===== src/rtl/xif_commit_tracker_if.sv =====
// ----------------------------------------------------------------------------
// xif_commit_tracker_if
//
// Bundles the issue snoop, commit, execution-result and result-port signals
// seen by xif_commit_tracker.
//
// Modports:
//   slave  - the tracker itself (consumes issue/commit/ex/result_ready, drives
//            busy, ex_ready, result fields, outstanding count, error pulse)
//   master - the environment around it (core + execution unit)
//
// Signal names keep their directional suffix as seen from the tracker so that
// they read the same at both ends.
// ----------------------------------------------------------------------------
interface xif_commit_tracker_if #(
  parameter int unsigned X_ID_WIDTH  = 4,
  parameter int unsigned X_RFW_WIDTH = 32
);

  // Issue snoop
  logic                   issue_valid_i;
  logic                   issue_ready_i;
  logic                   issue_accept_i;
  logic [X_ID_WIDTH-1:0]  issue_id_i;
  logic                   issue_id_busy_o;

  // Commit
  logic                   commit_valid_i;
  logic [X_ID_WIDTH-1:0]  commit_id_i;
  logic                   commit_kill_i;

  // Execution unit result
  logic                   ex_valid_i;
  logic                   ex_ready_o;
  logic [X_ID_WIDTH-1:0]  ex_id_i;
  logic [X_RFW_WIDTH-1:0] ex_data_i;
  logic [4:0]             ex_rd_i;
  logic                   ex_we_i;

  // Result port toward the core
  logic                   result_valid_o;
  logic                   result_ready_i;
  logic [X_ID_WIDTH-1:0]  result_id_o;
  logic [X_RFW_WIDTH-1:0] result_data_o;
  logic [4:0]             result_rd_o;
  logic                   result_we_o;

  // Status
  logic [X_ID_WIDTH:0]    outstanding_o;
  logic                   proto_err_o;

  modport slave (
    input  issue_valid_i,
    input  issue_ready_i,
    input  issue_accept_i,
    input  issue_id_i,
    output issue_id_busy_o,
    input  commit_valid_i,
    input  commit_id_i,
    input  commit_kill_i,
    input  ex_valid_i,
    output ex_ready_o,
    input  ex_id_i,
    input  ex_data_i,
    input  ex_rd_i,
    input  ex_we_i,
    output result_valid_o,
    input  result_ready_i,
    output result_id_o,
    output result_data_o,
    output result_rd_o,
    output result_we_o,
    output outstanding_o,
    output proto_err_o
  );

  modport master (
    output issue_valid_i,
    output issue_ready_i,
    output issue_accept_i,
    output issue_id_i,
    input  issue_id_busy_o,
    output commit_valid_i,
    output commit_id_i,
    output commit_kill_i,
    output ex_valid_i,
    input  ex_ready_o,
    output ex_id_i,
    output ex_data_i,
    output ex_rd_i,
    output ex_we_i,
    input  result_valid_o,
    output result_ready_i,
    input  result_id_o,
    input  result_data_o,
    input  result_rd_o,
    input  result_we_o,
    input  outstanding_o,
    input  proto_err_o
  );

endinterface


===== src/rtl/xif_commit_tracker.sv =====
// ----------------------------------------------------------------------------
// xif_commit_tracker
//
// Coprocessor-side stage behind the CV-X-IF issue/commit ports and in front of
// the result port. Every accepted offloaded instruction is tracked by ID
// through issue, commit/kill and execution completion. Execution results are
// held back until their instruction is committed; results of killed
// instructions are dropped. Committed results go to the core through a
// single-entry output register.
//
// Ports:
//   clk_i   - clock
//   rst_ni  - asynchronous active-low reset
//   xif     - slave modport of xif_commit_tracker_if:
//             issue_*   snooped issue handshake, issue_id_busy_o back-pressure
//             commit_*  commit strobe with kill flag
//             ex_*      result handshake from the execution unit
//             result_*  result handshake toward the core
//             outstanding_o  number of non-free IDs
//             proto_err_o    one-cycle pulse on a protocol violation
// ----------------------------------------------------------------------------
module xif_commit_tracker #(
  parameter int unsigned X_ID_WIDTH  = 4,
  parameter int unsigned X_RFW_WIDTH = 32
) (
  input  logic                 clk_i,
  input  logic                 rst_ni,
  xif_commit_tracker_if.slave  xif
);

  localparam int unsigned NumIds = 2 ** X_ID_WIDTH;

  typedef enum logic [1:0] {
    StFree      = 2'd0,
    StIssued    = 2'd1,
    StCommitted = 2'd2,
    StKilled    = 2'd3
  } entry_state_e;

  // --------------------------------------------------------------------------
  // State
  // --------------------------------------------------------------------------
  entry_state_e           state_q [NumIds];
  entry_state_e           state_d [NumIds];

  logic [X_ID_WIDTH:0]    outstanding_q, outstanding_d;
  logic                   proto_err_q, proto_err_d;

  logic                   result_valid_q, result_valid_d;
  logic [X_ID_WIDTH-1:0]  result_id_q, result_id_d;
  logic [X_RFW_WIDTH-1:0] result_data_q, result_data_d;
  logic [4:0]             result_rd_q, result_rd_d;
  logic                   result_we_q, result_we_d;

  // --------------------------------------------------------------------------
  // Event decode (all from registered entry state)
  // --------------------------------------------------------------------------
  entry_state_e issue_state, commit_state, ex_state;

  logic issue_fire, issue_ok, issue_err;
  logic commit_ok, commit_err;
  logic ex_ready, ex_fire, ex_load, ex_free, ex_err;

  always_comb begin
    issue_state  = state_q[xif.issue_id_i];
    commit_state = state_q[xif.commit_id_i];
    ex_state     = state_q[xif.ex_id_i];
  end

  // Issue: only a FREE entry may be (re)allocated. A handshake that completes
  // against a busy ID (including one being freed this very cycle) is an error.
  always_comb begin
    issue_fire = xif.issue_valid_i & xif.issue_ready_i & xif.issue_accept_i;
    issue_ok   = issue_fire & (issue_state == StFree);
    issue_err  = issue_fire & (issue_state != StFree);
  end

  always_comb begin
    commit_ok  = xif.commit_valid_i & (commit_state == StIssued);
    commit_err = xif.commit_valid_i & (commit_state != StIssued);
  end

  // ex_ready: committed results wait for room in the output register, killed
  // and unknown (FREE) results are swallowed, uncommitted ones stall. Because
  // this looks at registered state, a commit in the same cycle as its ex
  // result still stalls that result for one cycle.
  always_comb begin
    ex_ready = 1'b1;
    unique case (ex_state)
      StFree:      ex_ready = 1'b1;
      StIssued:    ex_ready = 1'b0;
      StCommitted: ex_ready = ~result_valid_q | xif.result_ready_i;
      StKilled:    ex_ready = 1'b1;
      default:     ex_ready = 1'b1;
    endcase
  end

  always_comb begin
    ex_fire = xif.ex_valid_i & ex_ready;
    ex_load = ex_fire & (ex_state == StCommitted);
    ex_free = ex_fire & ((ex_state == StCommitted) | (ex_state == StKilled));
    ex_err  = ex_fire & (ex_state == StFree);
  end

  // --------------------------------------------------------------------------
  // Entry table next state
  // --------------------------------------------------------------------------
  // The three updates never legally target the same entry in one cycle: each
  // one requires a distinct source state, and the losers are flagged as
  // errors and not applied.
  always_comb begin
    for (int i = 0; i < NumIds; i++) begin
      state_d[i] = state_q[i];
    end
    if (ex_free) begin
      state_d[xif.ex_id_i] = StFree;
    end
    if (commit_ok) begin
      state_d[xif.commit_id_i] = xif.commit_kill_i ? StKilled : StCommitted;
    end
    if (issue_ok) begin
      state_d[xif.issue_id_i] = StIssued;
    end
  end

  // Count moves by at most +1/-1 and mirrors the number of non-FREE entries,
  // so it stays within 0..NumIds by construction.
  always_comb begin
    outstanding_d = outstanding_q
                  + {{X_ID_WIDTH{1'b0}}, issue_ok}
                  - {{X_ID_WIDTH{1'b0}}, ex_free};
  end

  always_comb begin
    proto_err_d = issue_err | commit_err | ex_err;
  end

  // --------------------------------------------------------------------------
  // Output register
  // --------------------------------------------------------------------------
  // ex_load is only possible when the register is empty or draining this
  // cycle, which gives full throughput for back-to-back results.
  always_comb begin
    result_valid_d = result_valid_q;
    result_id_d    = result_id_q;
    result_data_d  = result_data_q;
    result_rd_d    = result_rd_q;
    result_we_d    = result_we_q;
    if (ex_load) begin
      result_valid_d = 1'b1;
      result_id_d    = xif.ex_id_i;
      result_data_d  = xif.ex_data_i;
      result_rd_d    = xif.ex_rd_i;
      result_we_d    = xif.ex_we_i;
    end else if (xif.result_ready_i) begin
      result_valid_d = 1'b0;
    end
  end

  // --------------------------------------------------------------------------
  // Registers
  // --------------------------------------------------------------------------
  always_ff @(posedge clk_i or negedge rst_ni) begin
    if (!rst_ni) begin
      for (int i = 0; i < NumIds; i++) begin
        state_q[i] <= StFree;
      end
      outstanding_q  <= '0;
      proto_err_q    <= 1'b0;
      result_valid_q <= 1'b0;
      result_id_q    <= '0;
      result_data_q  <= '0;
      result_rd_q    <= '0;
      result_we_q    <= 1'b0;
    end else begin
      for (int i = 0; i < NumIds; i++) begin
        state_q[i] <= state_d[i];
      end
      outstanding_q  <= outstanding_d;
      proto_err_q    <= proto_err_d;
      result_valid_q <= result_valid_d;
      result_id_q    <= result_id_d;
      result_data_q  <= result_data_d;
      result_rd_q    <= result_rd_d;
      result_we_q    <= result_we_d;
    end
  end

  // --------------------------------------------------------------------------
  // Outputs
  // --------------------------------------------------------------------------
  assign xif.issue_id_busy_o = (issue_state != StFree);
  assign xif.ex_ready_o      = ex_ready;
  assign xif.result_valid_o  = result_valid_q;
  assign xif.result_id_o     = result_id_q;
  assign xif.result_data_o   = result_data_q;
  assign xif.result_rd_o     = result_rd_q;
  assign xif.result_we_o     = result_we_q;
  assign xif.outstanding_o   = outstanding_q;
  assign xif.proto_err_o     = proto_err_q;

endmodule


===== src/flat_wrapper.sv =====
// flat-port wrapper written by rule: the top's interface ports become plain ports
module xif_commit_tracker_flat 
#(
  parameter int unsigned X_ID_WIDTH  = 4,
  parameter int unsigned X_RFW_WIDTH = 32
)
  (clk_i, rst_ni, xif_issue_valid_i, xif_issue_ready_i, xif_issue_accept_i, xif_issue_id_i, xif_issue_id_busy_o, xif_commit_valid_i, xif_commit_id_i, xif_commit_kill_i, xif_ex_valid_i, xif_ex_ready_o, xif_ex_id_i, xif_ex_data_i, xif_ex_rd_i, xif_ex_we_i, xif_result_valid_o, xif_result_ready_i, xif_result_id_o, xif_result_data_o, xif_result_rd_o, xif_result_we_o, xif_outstanding_o, xif_proto_err_o);
  xif_commit_tracker_if #(.X_ID_WIDTH(X_ID_WIDTH), .X_RFW_WIDTH(X_RFW_WIDTH)) xif_i ();
  input  logic clk_i;
  input  logic rst_ni;
  input wire logic [$bits(xif_i.issue_valid_i)-1:0] xif_issue_valid_i;
  input wire logic [$bits(xif_i.issue_ready_i)-1:0] xif_issue_ready_i;
  input wire logic [$bits(xif_i.issue_accept_i)-1:0] xif_issue_accept_i;
  input wire logic [$bits(xif_i.issue_id_i)-1:0] xif_issue_id_i;
  output wire logic [$bits(xif_i.issue_id_busy_o)-1:0] xif_issue_id_busy_o;
  input wire logic [$bits(xif_i.commit_valid_i)-1:0] xif_commit_valid_i;
  input wire logic [$bits(xif_i.commit_id_i)-1:0] xif_commit_id_i;
  input wire logic [$bits(xif_i.commit_kill_i)-1:0] xif_commit_kill_i;
  input wire logic [$bits(xif_i.ex_valid_i)-1:0] xif_ex_valid_i;
  output wire logic [$bits(xif_i.ex_ready_o)-1:0] xif_ex_ready_o;
  input wire logic [$bits(xif_i.ex_id_i)-1:0] xif_ex_id_i;
  input wire logic [$bits(xif_i.ex_data_i)-1:0] xif_ex_data_i;
  input wire logic [$bits(xif_i.ex_rd_i)-1:0] xif_ex_rd_i;
  input wire logic [$bits(xif_i.ex_we_i)-1:0] xif_ex_we_i;
  output wire logic [$bits(xif_i.result_valid_o)-1:0] xif_result_valid_o;
  input wire logic [$bits(xif_i.result_ready_i)-1:0] xif_result_ready_i;
  output wire logic [$bits(xif_i.result_id_o)-1:0] xif_result_id_o;
  output wire logic [$bits(xif_i.result_data_o)-1:0] xif_result_data_o;
  output wire logic [$bits(xif_i.result_rd_o)-1:0] xif_result_rd_o;
  output wire logic [$bits(xif_i.result_we_o)-1:0] xif_result_we_o;
  output wire logic [$bits(xif_i.outstanding_o)-1:0] xif_outstanding_o;
  output wire logic [$bits(xif_i.proto_err_o)-1:0] xif_proto_err_o;
  assign xif_i.issue_valid_i = xif_issue_valid_i;
  assign xif_i.issue_ready_i = xif_issue_ready_i;
  assign xif_i.issue_accept_i = xif_issue_accept_i;
  assign xif_i.issue_id_i = xif_issue_id_i;
  assign xif_issue_id_busy_o = xif_i.issue_id_busy_o;
  assign xif_i.commit_valid_i = xif_commit_valid_i;
  assign xif_i.commit_id_i = xif_commit_id_i;
  assign xif_i.commit_kill_i = xif_commit_kill_i;
  assign xif_i.ex_valid_i = xif_ex_valid_i;
  assign xif_ex_ready_o = xif_i.ex_ready_o;
  assign xif_i.ex_id_i = xif_ex_id_i;
  assign xif_i.ex_data_i = xif_ex_data_i;
  assign xif_i.ex_rd_i = xif_ex_rd_i;
  assign xif_i.ex_we_i = xif_ex_we_i;
  assign xif_result_valid_o = xif_i.result_valid_o;
  assign xif_i.result_ready_i = xif_result_ready_i;
  assign xif_result_id_o = xif_i.result_id_o;
  assign xif_result_data_o = xif_i.result_data_o;
  assign xif_result_rd_o = xif_i.result_rd_o;
  assign xif_result_we_o = xif_i.result_we_o;
  assign xif_outstanding_o = xif_i.outstanding_o;
  assign xif_proto_err_o = xif_i.proto_err_o;
  xif_commit_tracker #(.X_ID_WIDTH(X_ID_WIDTH), .X_RFW_WIDTH(X_RFW_WIDTH)) u_core (.clk_i(clk_i), .rst_ni(rst_ni), .xif(xif_i));
endmodule

===== config.mk =====
export PLATFORM = sky130hd
export DESIGN_NAME = xif_commit_tracker_flat
export DESIGN_NICKNAME = d
export VERILOG_FILES = /design/src/rtl/xif_commit_tracker_if.sv /design/src/rtl/xif_commit_tracker.sv /design/src/flat_wrapper.sv
export SDC_FILE = /design/constraint.sdc
export NUM_CORES = 1
export LEC_CHECK = 0
export CAP_MARGIN = 10
export CORE_MARGIN = 4
export CORE_UTILIZATION = 40
export DETAILED_ROUTE_END_ITERATION = 6
export PLACE_DENSITY = 0.67
export SYNTH_ARGS = -nofsm -noshare
export SYNTH_HDL_FRONTEND = slang
export SYNTH_SLANG_ARGS = --single-unit

===== constraint.sdc =====
create_clock -name clk_i -period 6.9 [get_ports clk_i]
set_input_delay 2.07 -clock clk_i [delete_from_list [all_inputs] [get_ports clk_i]]
set_output_delay 2.07 -clock clk_i [all_outputs]
set_load 0.01 [all_outputs]

==> results of run 1 <==
-- report_power, final --
part	switching, mW	internal, mW	leakage [nW]	total (mW)
Sequential	0.169	0.689	0.992	0.858
Clock	0.185	0.182	0.107	0.367
Combinational	0.438	0.635	1.41	1.07
-- per-stage QoR --
stage / cells / setup slack, ps / instance area, um2
detailed placement: 644 / -108.2 / 5724
floorplan: 401 / 268.7 / 4461
global route: 660 / 74.38 / 5934
CTS: 660 / 164.5 / 5934
global placement: 644 / -33.98 / 5724
finish: 660 / 178.5 / 5934
-- synthesized netlist by cell type, types with 5 or more instances --
cell type / number / share of area [%]
inv_1: 22 / 1.9
mux4_2: 12 / 6.1
clkbuf_1: 14 / 1.2
mux2_2: 42 / 11
nand3_1: 10 / 1.1
nor2_1: 19 / 1.6
nand2b_1: 8 / 1.1
o21ai_0: 10 / 1.1
nand2_1: 32 / 2.7
nor3b_1: 5 / 0.84
nor3_1: 13 / 1.5
nor4_1: 8 / 1.1
a22oi_1: 8 / 1.3
nor2b_1: 12 / 1.7
o21ai_2: 8 / 1.6
a21o_1: 14 / 2.4
a21oi_1: 5 / 0.56
dfrtp_1: 81 / 45
ha_1: 9 / 2.5
-- worst max-delay path by stage --
stage	start	end	slack [ps]	cells after the start
after global placement	xif_ex_id_i[0]	xif_ex_ready_o	-30	9
final	xif_ex_id_i[0]	xif_ex_ready_o	180	9
after floorplan	xif_ex_id_i[0]	xif_ex_ready_o	270	7
after detailed placement	xif_ex_id_i[0]	xif_ex_ready_o	-110	9
after global routing	xif_ex_id_i[0]	xif_ex_ready_o	70	9
after CTS	xif_ex_id_i[0]	xif_ex_ready_o	160	9
-- cells by family after synthesis --
kind of cell / count (synthesis) / share of synthesized area, %
xor gates and xnor gates: 4 / 0.7856
buffers and inverters: 43 / 4.684
DFF: 81 / 45.44
AOI/OAI and AO/OA: 72 / 12.37
muxes: 57 / 17.34
adders and majority gates: 10 / 2.973
and+or+nand+nor: 134 / 16.41
-- area by class of cell --
| cell class | instances | area share, % |
|---|---|---|
| clock inverter | 6 | 1.244 |
| timing repair buffer | 124 | 20.43 |
| multi-input combinational | 277 | 37.51 |
| sequential | 81 | 34.16 |
| tap | 140 | 2.952 |
| inverter | 22 | 1.392 |
| clock buffer | 10 | 2.319 |
-- critical path, delay by kind of cell --
kind                     cells  cell delay, ps
AO/OA/AOI/OAI                1             140
AND/OR/NAND/NOR              1             140
multiplexers                 2             980
adder cells (fa/ha/maj)      1             230
buffers and inverters        4            1080
-- sequential cells by signal (all words and copies together) (netlist names) --
signal and cells:
u_core.state_q 32, u_core.xif.result_we_o 1, u_core.xif.result_valid_o 1, u_core.xif.result_data_o 32
u_core.xif.proto_err_o 1, u_core.xif.result_rd_o 5, u_core.xif.result_id_o 4, u_core.xif.outstanding_o 5
-- per-layer routing --
metal  wire [um]  vias up
met5           0        -
met2        5885      176
met1        5424     1815
met3         982       23
met4         306        0
li1            -     1691
-- cells in the final DEF (no fill, tap or decap), types with 8 or more instances in the layout --
cell type and instances:
a21o_1 14, a22oi_1 8, buf_4 15, clkbuf_8 10
clkdlybuf4s50_1 107, dfrtp_1 81, ha_1 9, inv_1 22
mux2_2 42, mux4_2 12, nand2_1 32, nand2b_1 8
nand3_1 10, nor2_1 19, nor2b_1 12, nor3_1 13
nor4_1 8, o21ai_0 10, o21ai_2 8
==> impl_metrics.toml, run 1 <==
[cts]
clk_latency_ps = 370
cts_setup_buffers = 0
h-tree-depth = 3
cts_resized = 1
clkTransAtPathRegs_ps = 80
ctsHoldBuffers = 0
root_buffer = "clkbuf_8"
cts_max_path_buffers = 2
cts_tree = "yes"
cts-buffers-inserted = 9
cts_num_sinks = 81

[timing]
fin_tns_setup_ps = 0
setup_viol = 0
fin_skew_ps = 12.66
rsz0062_at_grt = "false"
finalCritPeriodShare_pct = 97.41
drv_slew = 0
timing.final.crit_period_ps = 6722
tightest_slew_ps = 1004
holdWs_ps = 508.3
max_freq_mhz = 148.8
slew_headroom_pct = 33.09
hold_viol_final = 0

[synthesis]
synth_cell_types = 59
synth_cells = 401
syn_area_um2 = 4461
ys.flop_type = "dfrtp_1"
ys_seq_area_share_pct = 45.44
syn_area_per_cell_um2 = 11.12
synth-edff-count = 0
async_flop_share_pct = 100.0
synth_nets = 470
yosysWarnings = 0
synth-seq-cells = 81

[drt]
routedWlPerCell_um = 19.09
vias = 3705
drt_iter0_markers = 283
routed_via_density = 5.614
final_antenna_net_count = 0
drc_errors = 0
drt_wl_total_um = 12600
drt-pass1-iter-count = 5

[power]
totalPowerFinal_mw = 2.297
irDropWorstVdd_uv = 209.3
p_leak_nw = 2.508
p_per_area_nw_per_um2 = 387.1

[grt]
grt_start_max_net_pins = 82
grt_usage_pct = 20.30
met1_usage_pct = 28.15
antenna_found_initial = 0
grt_pass1_vias = 3728
met2_usage_pct = 31.25
grt.met3_usage_pct = 3.820
grt-busiest-layer = "met2"
overflow = 0
grt_pass1_wl_um = 20470

[worst_hold_path]
min_path_type = "reg2reg"
min_path_cells = 1
hp-start = "u_core.xif.result_data_o[28]$_DFFE_PN0P_"
hold_end = "u_core.xif.result_data_o[28]$_DFFE_PN0P_"

[critical_path]
cp_slowest_stage_delay_ps = 520
r2r_slack_ps = 3130
cp.arrival_ps = 4650
r2r-start = "u_core.state_q[7]$_DFF_PN0_"
cp_cell_sequence = "clkdlybuf4s50_1, buf_12, mux4_2, mux4_2, inv_1, ha_1, a21boi_1, nor2_1, dlygate4sd2_1"
crit_fanout = 12
slowest_stage = "clkdlybuf4s50_1"
critPathKind = "in2out"
r2r_cells = 16
critPathLaunchType = "input port"
crit_top_cell = "mux4_2"
r2r-end = "u_core.xif.outstanding_o[4]$_DFF_PN0_"
cp.required_ps = 4830
end_kind = "output pin"

[run_status]
outcome = "complete, no violations"

[layout]
drive_above_1_share_pct = 20.96
multi_input_area_um2 = 2226
ff_latch_area_um2 = 2027
fin_util_pct = 54.50
diodes = 0
area_growth_pct = 33.04
fillers = 975
fin_nets = 584

[placement]
io_buffers = 109
hpwl_um = 9568
gp_congestion = 0.9509

[die]
io_pins = 110
rows = 38
dieArea_um2 = 12910
start_util_pct = 40.97
die_h_um = 113.6
die_w_um = 113.6
core_area_um2 = 10890

[run]
cap_violations = 0
Power figures use the tool's default switching activity.
==> run 2, diff against run 1 <==
CORE_MARGIN = 2   (was 4)
==> impl_metrics.toml, run 2 (synthesis gave the netlist of run 1 again) <==
[run_status]
outcome = "complete, no violations"

[power]
p_int_mw = 1.459
irDropWorstVdd_uv = 183.8
p_leak_nw = 2.489
clkPwrFrac_pct = 14.4
switching_share_pct = 35.49
comb_power_share_pct = 47.8
p_sw_mw = 0.8026
totalPowerFinal_mw = 2.262
p_per_area_nw_per_um2 = 383.4
power.share.sequential_pct = 37.8

[drt]
drt_iter0_markers = 346
drt-pass1-iter-count = 5
routed_via_density = 5.515
routedWlPerCell_um = 18.90
drc_errors = 0
vias = 3629
drt_wl_total_um = 12440
final_antenna_net_count = 0

[critical_path]
cp_num_buf_inv = 4
slowest_stage = "clkdlybuf4s50_1"
cp.arrival_ps = 4630
critPathKind = "in2out"
cp_top_family = "buffers and inverters"
r2r-start = "u_core.state_q[17]$_DFF_PN0_"
end_kind = "output pin"
r2r_slack_ps = 3150
cp_cell_sequence = "clkdlybuf4s50_1, buf_12, mux4_2, mux4_2, inv_1, ha_1, a21boi_1, nor2_1, dlygate4sd2_1"
r2r_cells = 16
cp_slowest_stage_delay_ps = 500
cp.required_ps = 4830
crit_fanout = 12
critPathLaunchType = "input port"
crit_top_cell = "mux4_2"
r2r-end = "u_core.xif.outstanding_o[4]$_DFF_PN0_"

[timing]
setup_viol = 0
tightest_slew_ps = 1049
timing.final.crit_period_ps = 6701
hold_viol_final = 0
max_freq_mhz = 149.2
slew_headroom_pct = 30.06
finalCritPeriodShare_pct = 97.12
fin_skew_ps = 15.25
drv_slew = 0
rsz0062_at_grt = "false"

[die]
die_h_um = 109.6
start_util_pct = 41.15
dieArea_um2 = 12010
rows = 38
core_area_um2 = 10840
die_w_um = 109.6
io_pins = 110

[placement]
io_buffers = 109
gp_congestion = 0.9301
hpwl_um = 9295

[cts]
h-tree-depth = 3
cts_tree = "yes"
cts-buffers-inserted = 9
clk_latency_ps = 370
clkTransAtPathRegs_ps = 90
cts_max_path_buffers = 2
cts_num_sinks = 81
root_buffer = "clkbuf_8"
ctsHoldBuffers = 0
cts_setup_buffers = 0

[grt]
overflow = 0
antenna_found_initial = 0
grt_start_max_net_pins = 82
grt_pass1_wl_um = 19280
grt_usage_pct = 21.54
grt_pass1_vias = 3553

[worst_hold_path]
hold_end = "u_core.xif.result_data_o[29]$_DFFE_PN0P_"
hp-start = "u_core.xif.result_data_o[29]$_DFFE_PN0P_"
min_path_cells = 1
min_path_type = "reg2reg"

[layout]
multi_input_area_um2 = 2226
final_cell_mix = "clkdlybuf4s50_1 (107), dfrtp_1 (81), mux2_2 (42)"
area_growth_pct = 32.23
drive_above_1_share_pct = 20.66
fin_util_pct = 54.41
fin_nets = 582
fillers = 965
final_common_cell = "clkdlybuf4s50_1"
diodes = 0
ff_latch_area_um2 = 2027

[run]
cap_violations = 0
run 2: changes by cell type in the layout (fill, tap and decap cells not counted), sizes merged:
cell / change
inv: +1
bufinv: -1
buf: -2
clkinv: +1
clkbuf: -1
run 2: worst register-to-register path: stages, from the launching register on:
cell and delay (ps):
dfrtp_1 460, mux4_2 510, mux4_2 470, buf_4 150, ha_1 180, a21boi_1 160, nor2_1 80, buf_4 140
nand2_1 60, nor2_1 50, ha_1 270, inv_1 40, ha_1 210, fa_1 410, a21o_1 190, a21oi_1 170
xnor2_1 130
run 2: power by group through the flow:
stage               registers, mW  clock network (mW)  logic (mW)
floorplan                   0.882                   0       0.524
global placement            0.863                   0        1.07
detailed placement          0.861                   0        1.09
CTS                         0.851               0.340        1.09
global route                0.881               0.360        1.18
finish                      0.855               0.326        1.08
run 2: worst max path at each step:
stage / from / cells after the start / endpoint
2_1_floorplan: xif_ex_id_i[0] / 7 / xif_ex_ready_o
3_3_place_gp: xif_ex_id_i[0] / 9 / xif_ex_ready_o
3_5_place_dp: xif_ex_id_i[0] / 9 / xif_ex_ready_o
4_1_cts: xif_ex_id_i[0] / 9 / xif_ex_ready_o
5_1_grt: xif_ex_id_i[0] / 9 / xif_ex_ready_o
6_report: xif_ex_id_i[0] / 9 / xif_ex_ready_o
run 2: routing by layer:
layer  GRT usage [%]  share of wire [%]
met5               0                  0
met4           10.22                2.8
met3           3.912                7.2
met2           33.38                 46
met1           29.20                 44
run 2: metrics by stage:
stage / setup slack, ps / std cells / instance area, um2 / hold slack, ps / TNS [ps]
after floorplan: 268.7 / 401 / 4461 / 475.2 / 0
after global placement: -51.48 / 642 / 5722 / 487.3 / -51.48
after detailed placement: -84.30 / 642 / 5722 / 495.1 / -84.30
after CTS: 194.9 / 658 / 5898 / 515.3 / 0
after global routing: 76.74 / 658 / 5898 / 521.0 / 0
final: 198.7 / 658 / 5898 / 509.6 / 0
run 2: what timing repair did:
item	in CTS	in global routing
endpoints found under the setup margin	1	0
resized for setup	1	0
hold endpoints to repair	0	0
run 2: cell type report:
type                            count  share of cell area [%]
Clock buffer                        9                   2.100
Clock inverter                      7                  0.9122
Multi-Input combinational cell    277                   37.74
Inverter                           22                   1.400
Sequential cell                    81                   34.37
Tap cell                          140                   2.970
Timing Repair Buffer              122                   20.51
